==> src/rtl/vov_voter.sv <==
// Per-bit majority voter over windows of WIN vote vectors, fed through a small
// input FIFO; a flush pulse closes a partial window early.
module vov_voter #(
  parameter int K     = 4,
  parameter int WIN   = 8,
  parameter int DEPTH = 4
) (
  input  logic         clk,
  input  logic         rst,
  input  logic [K-1:0] vov,
  input  logic         vov_valid,
  input  logic         flush,
  output logic [K-1:0] out_vec,
  output logic [3:0]   out_count,
  output logic         out_valid,
  input  logic         out_ready,
  output logic         overflow
);

  localparam int AW = (DEPTH > 1) ? $clog2(DEPTH) : 1;
  localparam int CW = $clog2(DEPTH + 1);
  localparam logic [3:0]    WIN4 = 4'(WIN);
  localparam logic [4:0]    WIN5 = 5'(WIN);
  localparam logic [CW-1:0] FULL = CW'(DEPTH);
  localparam logic [AW-1:0] LAST = AW'(DEPTH - 1);

  typedef enum logic [1:0] {IDLE, ACCUM, EMIT} state_t;

  logic [K-1:0]  mem_q [DEPTH];
  logic [AW-1:0] wr_ptr_q, wr_ptr_d, rd_ptr_q, rd_ptr_d;
  logic [CW-1:0] count_q, count_d;
  logic          overflow_q, overflow_d;

  state_t        state_q, state_d;
  logic [3:0]    cnt_q [K];
  logic [3:0]    cnt_d [K];
  logic [3:0]    vcnt_q, vcnt_d;
  logic [K-1:0]  out_vec_q, out_vec_d;
  logic [3:0]    out_count_q, out_count_d;
  logic          out_valid_q, out_valid_d;

  logic          fifo_full, fifo_empty, push, pop;
  logic [K-1:0]  pop_data;

  // A full FIFO refuses a push even when a pop frees a slot on the same edge.
  assign fifo_full  = (count_q == FULL);
  assign fifo_empty = (count_q == '0);
  assign push       = vov_valid && !fifo_full;
  assign pop        = (state_q == ACCUM) && !fifo_empty;
  assign pop_data   = mem_q[rd_ptr_q];

  always_comb begin
    wr_ptr_d   = wr_ptr_q;
    rd_ptr_d   = rd_ptr_q;
    count_d    = count_q;
    overflow_d = overflow_q | (vov_valid & fifo_full);
    if (push) wr_ptr_d = (wr_ptr_q == LAST) ? '0 : wr_ptr_q + 1'b1;
    if (pop)  rd_ptr_d = (rd_ptr_q == LAST) ? '0 : rd_ptr_q + 1'b1;
    unique case ({push, pop})
      2'b10:   count_d = count_q + 1'b1;
      2'b01:   count_d = count_q - 1'b1;
      default: count_d = count_q;
    endcase
  end

  always_comb begin
    state_d     = state_q;
    cnt_d       = cnt_q;
    vcnt_d      = vcnt_q;
    out_vec_d   = out_vec_q;
    out_count_d = out_count_q;
    out_valid_d = out_valid_q;
    unique case (state_q)
      IDLE: begin
        for (int i = 0; i < K; i++) cnt_d[i] = '0;
        vcnt_d  = '0;
        state_d = ACCUM;
      end
      ACCUM: begin
        if (pop) begin
          for (int i = 0; i < K; i++) cnt_d[i] = cnt_q[i] + {3'b000, pop_data[i]};
          vcnt_d = vcnt_q + 4'd1;
        end
        // A full window wins over a coincident flush.
        if (pop && vcnt_d == WIN4) begin
          for (int i = 0; i < K; i++) out_vec_d[i] = ({cnt_d[i], 1'b0} > WIN5);
          out_count_d = WIN4;
          out_valid_d = 1'b1;
          state_d     = EMIT;
        end else if (flush && vcnt_d != 4'd0) begin
          for (int i = 0; i < K; i++) out_vec_d[i] = ({cnt_d[i], 1'b0} > {1'b0, vcnt_d});
          out_count_d = vcnt_d;
          out_valid_d = 1'b1;
          state_d     = EMIT;
        end
      end
      EMIT: begin
        if (out_ready) begin
          for (int i = 0; i < K; i++) cnt_d[i] = '0;
          vcnt_d      = '0;
          out_valid_d = 1'b0;
          state_d     = ACCUM;
        end
      end
      default: state_d = IDLE;
    endcase
  end

  always_ff @(posedge clk) begin
    if (push) mem_q[wr_ptr_q] <= vov;
  end

  always_ff @(posedge clk) begin
    if (rst) begin
      wr_ptr_q    <= '0;
      rd_ptr_q    <= '0;
      count_q     <= '0;
      overflow_q  <= 1'b0;
      state_q     <= IDLE;
      for (int i = 0; i < K; i++) cnt_q[i] <= '0;
      vcnt_q      <= '0;
      out_vec_q   <= '0;
      out_count_q <= '0;
      out_valid_q <= 1'b0;
    end else begin
      wr_ptr_q    <= wr_ptr_d;
      rd_ptr_q    <= rd_ptr_d;
      count_q     <= count_d;
      overflow_q  <= overflow_d;
      state_q     <= state_d;
      cnt_q       <= cnt_d;
      vcnt_q      <= vcnt_d;
      out_vec_q   <= out_vec_d;
      out_count_q <= out_count_d;
      out_valid_q <= out_valid_d;
    end
  end

  assign out_vec   = out_vec_q;
  assign out_count = out_count_q;
  assign out_valid = out_valid_q;
  assign overflow  = overflow_q;

endmodule

==> config.mk <==
export PLATFORM = sky130hd
export DESIGN_NAME = vov_voter
export DESIGN_NICKNAME = d
export VERILOG_FILES = /design/src/rtl/vov_voter.sv
export SDC_FILE = /design/constraint.sdc
export NUM_CORES = 1
export LEC_CHECK = 0
export CORE_MARGIN = 3
export CORE_UTILIZATION = 59
export DETAILED_ROUTE_END_ITERATION = 12
export PLACE_DENSITY = 0.79
export SLEW_MARGIN = 20
export SYNTH_ARGS = -nofsm -noshare
export SYNTH_HDL_FRONTEND = slang
export SYNTH_SLANG_ARGS = --single-unit
==> constraint.sdc <==
create_clock -name clk -period 4.3 [get_ports clk]
set_clock_uncertainty 0.15 [all_clocks]
set_input_delay 0.86 -clock clk [delete_from_list [all_inputs] [get_ports clk]]
set_output_delay 0.86 -clock clk [all_outputs]
set_load 0.03 [all_outputs]
== Word-level counts from Yosys, hierarchy flattened ==
Memories as Yosys holds them, arrays and structs flattened. A register that Yosys moved wholly into a read port is not among the register bits.
Index checks and enable logic that the tools add are counted.

* Bitwise operators: 2
* Add/sub/neg operators: 9
* Order comparisons: 8
* Equality and inequality tests: 10
* Reductions and logical operators: 17
* Muxes and demuxes: 27

{| class="wikitable"
|+ Operator list
! operator !! number
|-
| 2-to-1 mux 16 bit || 3
|-
| one-hot mux 16 bit (3 select lines) || 1
|-
| 2-to-1 mux 4 bit || 7
|-
| greater-than comparator 5 x 4 -> 1 bit || 4
|-
| greater-than comparator 5 x 4 -> 1 bit, second input constant || 4
|-
| adder 4 x 1 -> 4 bit || 4
|-
| 2-to-1 mux 2 bit || 7
|-
| one-hot mux 4 bit (3 select lines) || 1
|-
| equality test 2 bit, second input constant || 4
|-
| one-hot mux 2 bit (3 select lines) || 1
|-
| one-hot mux 3 bit (2 select lines) || 1
|-
| AND reduction 2 bit || 3
|-
| nonzero test 2 bit || 3
|-
| 2-to-1 mux 1 bit || 5
|-
| adder 2 x 1 -> 2 bit, second input constant || 2
|-
| adder 4 x 1 -> 4 bit, second input constant || 1
|-
| equality test 2 x 1 -> 1 bit, second input constant || 2
|-
| equality test 4 bit, second input constant || 1
|-
| logical AND 1 bit || 4
|-
| nonzero test 4 bit || 1
|-
| adder 3 x 1 -> 3 bit, second input constant || 1
|-
| equality test 3 bit, second input constant || 1
|-
| zero test 3 bit || 1
|-
| != test 3 x 1 -> 1 bit, second input constant || 1
|-
| other kinds (9) || 10
|}

* RAM bits: 16
* Register bits after elaboration: 39
* Logic and storage cells: 87
* Memories kept: 1

{| class="wikitable"
|+ Memories
! memory !! depth !! width !! read ports !! clocked after memory_dff !! write ports !! RTL line !! text
|-
| mem_q || 4 || 4 || 1 || 1 || 1 || 29 || <nowiki>logic [K-1:0] mem_q [DEPTH];</nowiki>
|}

== Depth between registers and ports, before layout ==
* Depth in word-level cells: 10
* Gate-level depth with buffers: 13
* Mapped depth without buffers: 11

== Least setup slack after synthesis ==
No wires, ideal clock.

* Path kind: reg-to-reg
* Start: register with a tool-made name
* End: register out_vec_q[1], in the netlist out_vec[1]
* Slack: 1,310 ps
* Library setup time: 137 ps
* Period minus slack after synthesis: 2,990 ps
* Path buffers: 0
* Arrival time: 2,703 ps
* Cell stages (with the launch flop): 11
* Cell sequence: dfxtp_1 mux4_2 ha_1 ha_1 mux2_2 ha_1 a21o_1 a21oi_1 a41oi_1 a211oi_1 a211oi_2

{| class="wikitable"
|+ RTL lines
! what !! RTL line !! text
|-
| end signal: assignment || 133 || <nowiki>out_vec_q <= out_vec_d;</nowiki>
|-
| end: declaration || 38 || <nowiki>logic [K-1:0] out_vec_q, out_vec_d;</nowiki>
|}

==> run summary <==
post-synthesis sequential area ratio = 0.421
hpwl dp = 4050 um
core area = 4880 sq um
Critical Path RT = 4330 ps
CTS hold repair buffers = 0
GRT overflow = 0
clk slew on worst S/H paths = 60 ps
die area = 6140 sq um
CP max FO = 4
post-route ant nets = 0
fin area = 3530 sq um
CP cell instances = mux4_2, ha_1, ha_1, mux2_2, ha_1, a21o_1, a21oi_1, a41oi_1, a211oi_1, a211oi_2
maximum clock rate = 0.309 GHz
syn nets = 328
CTS Buf Count = 9
layout cells sized above 1 = 0.138
fin cells = 379
yosys warns = 0
R2R depth = 10
final wirelength = 5770 um
Fin. Hold Viols = 0
clock sink count = 57
flops & latches, synth = 57
Worst path top cell family by delay = multiplexers
hold depth = 2
RSZ-0062 raised after global routing = no
Via density = 5.77
Worst-Margin Slew = 860 ps
Hold Startpoint = overflow
DR vias = 2188
worst reg2reg path endpoint = out_vec[3]
ANT cells = 0
number of remaining DRC errors = 0
row count = 25
synthesized area = 3090 sq um
Netlist cell types = 47
die height = 78.4 um
Area contributors post-synth = dfxtp_1, edfxtp_1, ha_1
Crit path largest cell delay = 570 ps
Mapped Cells = 286
GRT Total Usage = 0.208
Slew headroom = 0.427
CP arrival = 3270 ps
Max-Cap Viols = 0
synthesis-to-layout area growth = 14.2%
most frequent CP cell = ha_1
Hold Path Sink = overflow
number of synthesized flops with an enable pin = 16
fill count = 376
post-CTS sizing = 0
initial antenna violation count = 0
final setup vio count = 0
wire length per cell = 15.2 um
CP Class = reg2reg
run status = finished, final reports clean
commonest non-fill, non-tap cell in the layout = nor2_1
H-tree depth = 3
postcts setup bufs = 0
Slew Viols, Final = 0
Yosys top cell by area = dfxtp_1
Main synth FF type = dfxtp_1
boundary pin count = 19
Worst VDD drop = 0.000350 V
pwr dens = 484 nW/um^2
Avg Cell Area, Syn = 10.8 sq um
I/O Buffers = 18
minimum clock period = 3240 ps
most frequent cells in the layout = nor2_1, dfxtp_1, ha_1, clkdlybuf4s50_1
via count of the first global-routing pass = 2127
Startpoint Class = register
Layout Nets = 349
die width = 78.4 um
dpl cells = 363
Root Driver = clkbuf_8
worst skew pair latency = 330 ps
CP Capture Type = register
DRT Pass-1 Iters = 4
CTS tree = built
Initial Util = 0.633
initial drt markers = 131
Pwr Total = 1710 uW
placed cell areas = 3320 sq um
worst setup slack after layout = 1060 ps
global-route wire length before repair = 10000 um
largest net degree at the start of global routing = 24
r2r setup slk = 1060 ps
CP bufs+invs = 0
Synth top area share = 0.266
Crit-path slowest cell = mux4_2
Placer Congestion = 0.747
fraction of registers with async set/reset = 0
setup TNS = 0 ps
Static Leak = 0.00132 uW
Tcrit/Tclk final = 0.754
Max clock buf depth = 2
Place WS = 1070 ps
Hold Crit Class = reg2reg
-- cells in the mapped netlist, types with 2 or more instances --
master    count
nor3b_1       4
xor2_1        2
clkbuf_1      7
dfxtp_1      41
mux2_2        8
xnor2_1      11
a211oi_2      5
or3_1         2
a22oi_1      16
and2_1        2
inv_1         9
nand2_1       9
ha_1         32
nor2_1       45
nor3_1        5
a21o_1        5
edfxtp_1     16
nand2b_1      2
a41oi_1       4
buf_6         2
nand4_1       4
a211oi_1      9
and3_1        5
mux4_2        4
a21oi_1      15
-- flip-flops by register name (all words and copies together) (netlist names), named ones only --
| register | count |
|---|---|
| vcnt_q | 4 |
| mem_q | 16 |
| count_q | 3 |
| out_count | 4 |
| cnt_q | 16 |
| out_vec | 4 |
| out_valid | 1 |
| overflow | 1 |
| wr_ptr_q | 2 |
| state_q | 2 |
| rd_ptr_q | 2 |
-- routing by layer --
layer / GRT usage / wire (um) / vias up
li1: - / - / 1100
met1: 0.270 / 2710 / 1033
met2: 0.327 / 2730 / 44
met3: 0.0482 / 240 / 11
met4: 0.105 / 95 / 0
met5: 0 / 0 / -
-- per-stage QoR --
step                utilization  hold WS, ps
floorplan                     -          304
global placement          0.680          307
detailed placement        0.680          308
CTS                       0.723          331
global route              0.723          374
finish                    0.723          332
-- worst reg2reg max path: cells and delay by family (launching register included) --
kind	cells	cell delay [ps]
AO/OA/AOI/OAI	5	800
adder cells (fa/ha/maj)	3	800
multiplexers	2	860
flip-flops	1	480
-- cell type report --
type | instances | area, sq um | area share
clock buffers | 9 | 124 | 0.0351
clock inverters | 7 | 85.1 | 0.0241
inverters | 10 | 37.5 | 0.0106
multi-input cells | 208 | 1690 | 0.480
flip-flops and latches | 57 | 1300 | 0.369
well taps | 67 | 83.8 | 0.0238
repair buffers | 21 | 203 | 0.0574
-- logic make-up (layout without fill, tap and decap cells) --
logic type / Yosys count / after routing / synth area share
and+or+nand+nor: 83 / 83 / 0.128
AOI/OAI and AO/OA: 64 / 64 / 0.169
DFF: 57 / 57 / 0.421
adders and majority gates: 33 / 33 / 0.136
buffers and inverters: 21 / 47 / 0.0308
xor gates and xnor gates: 14 / 14 / 0.0458
muxes: 14 / 14 / 0.0688
-- how the worst max path moves through the flow --
stage,start,end,slack (ps),cells past startpoint
after floorplan,register,out_vec[1],1310,10
after global placement,register,out_vec[1],1150,10
after detailed placement,register,out_vec[3],1070,10
after CTS,register,out_vec[3],1050,10
after global routing,state_q[1],out_vec[1],840,11
final,register,out_vec[3],1060,10
-- power breakdown --
part	switching (uW)	leakage, uW	internal (uW)
Sequential	61.2	0.000479	608
Clock	214	0.000104	320
Combinational	291	0.000736	212
Total	566	0.00132	1140
Power figures use the tool's default switching activity.
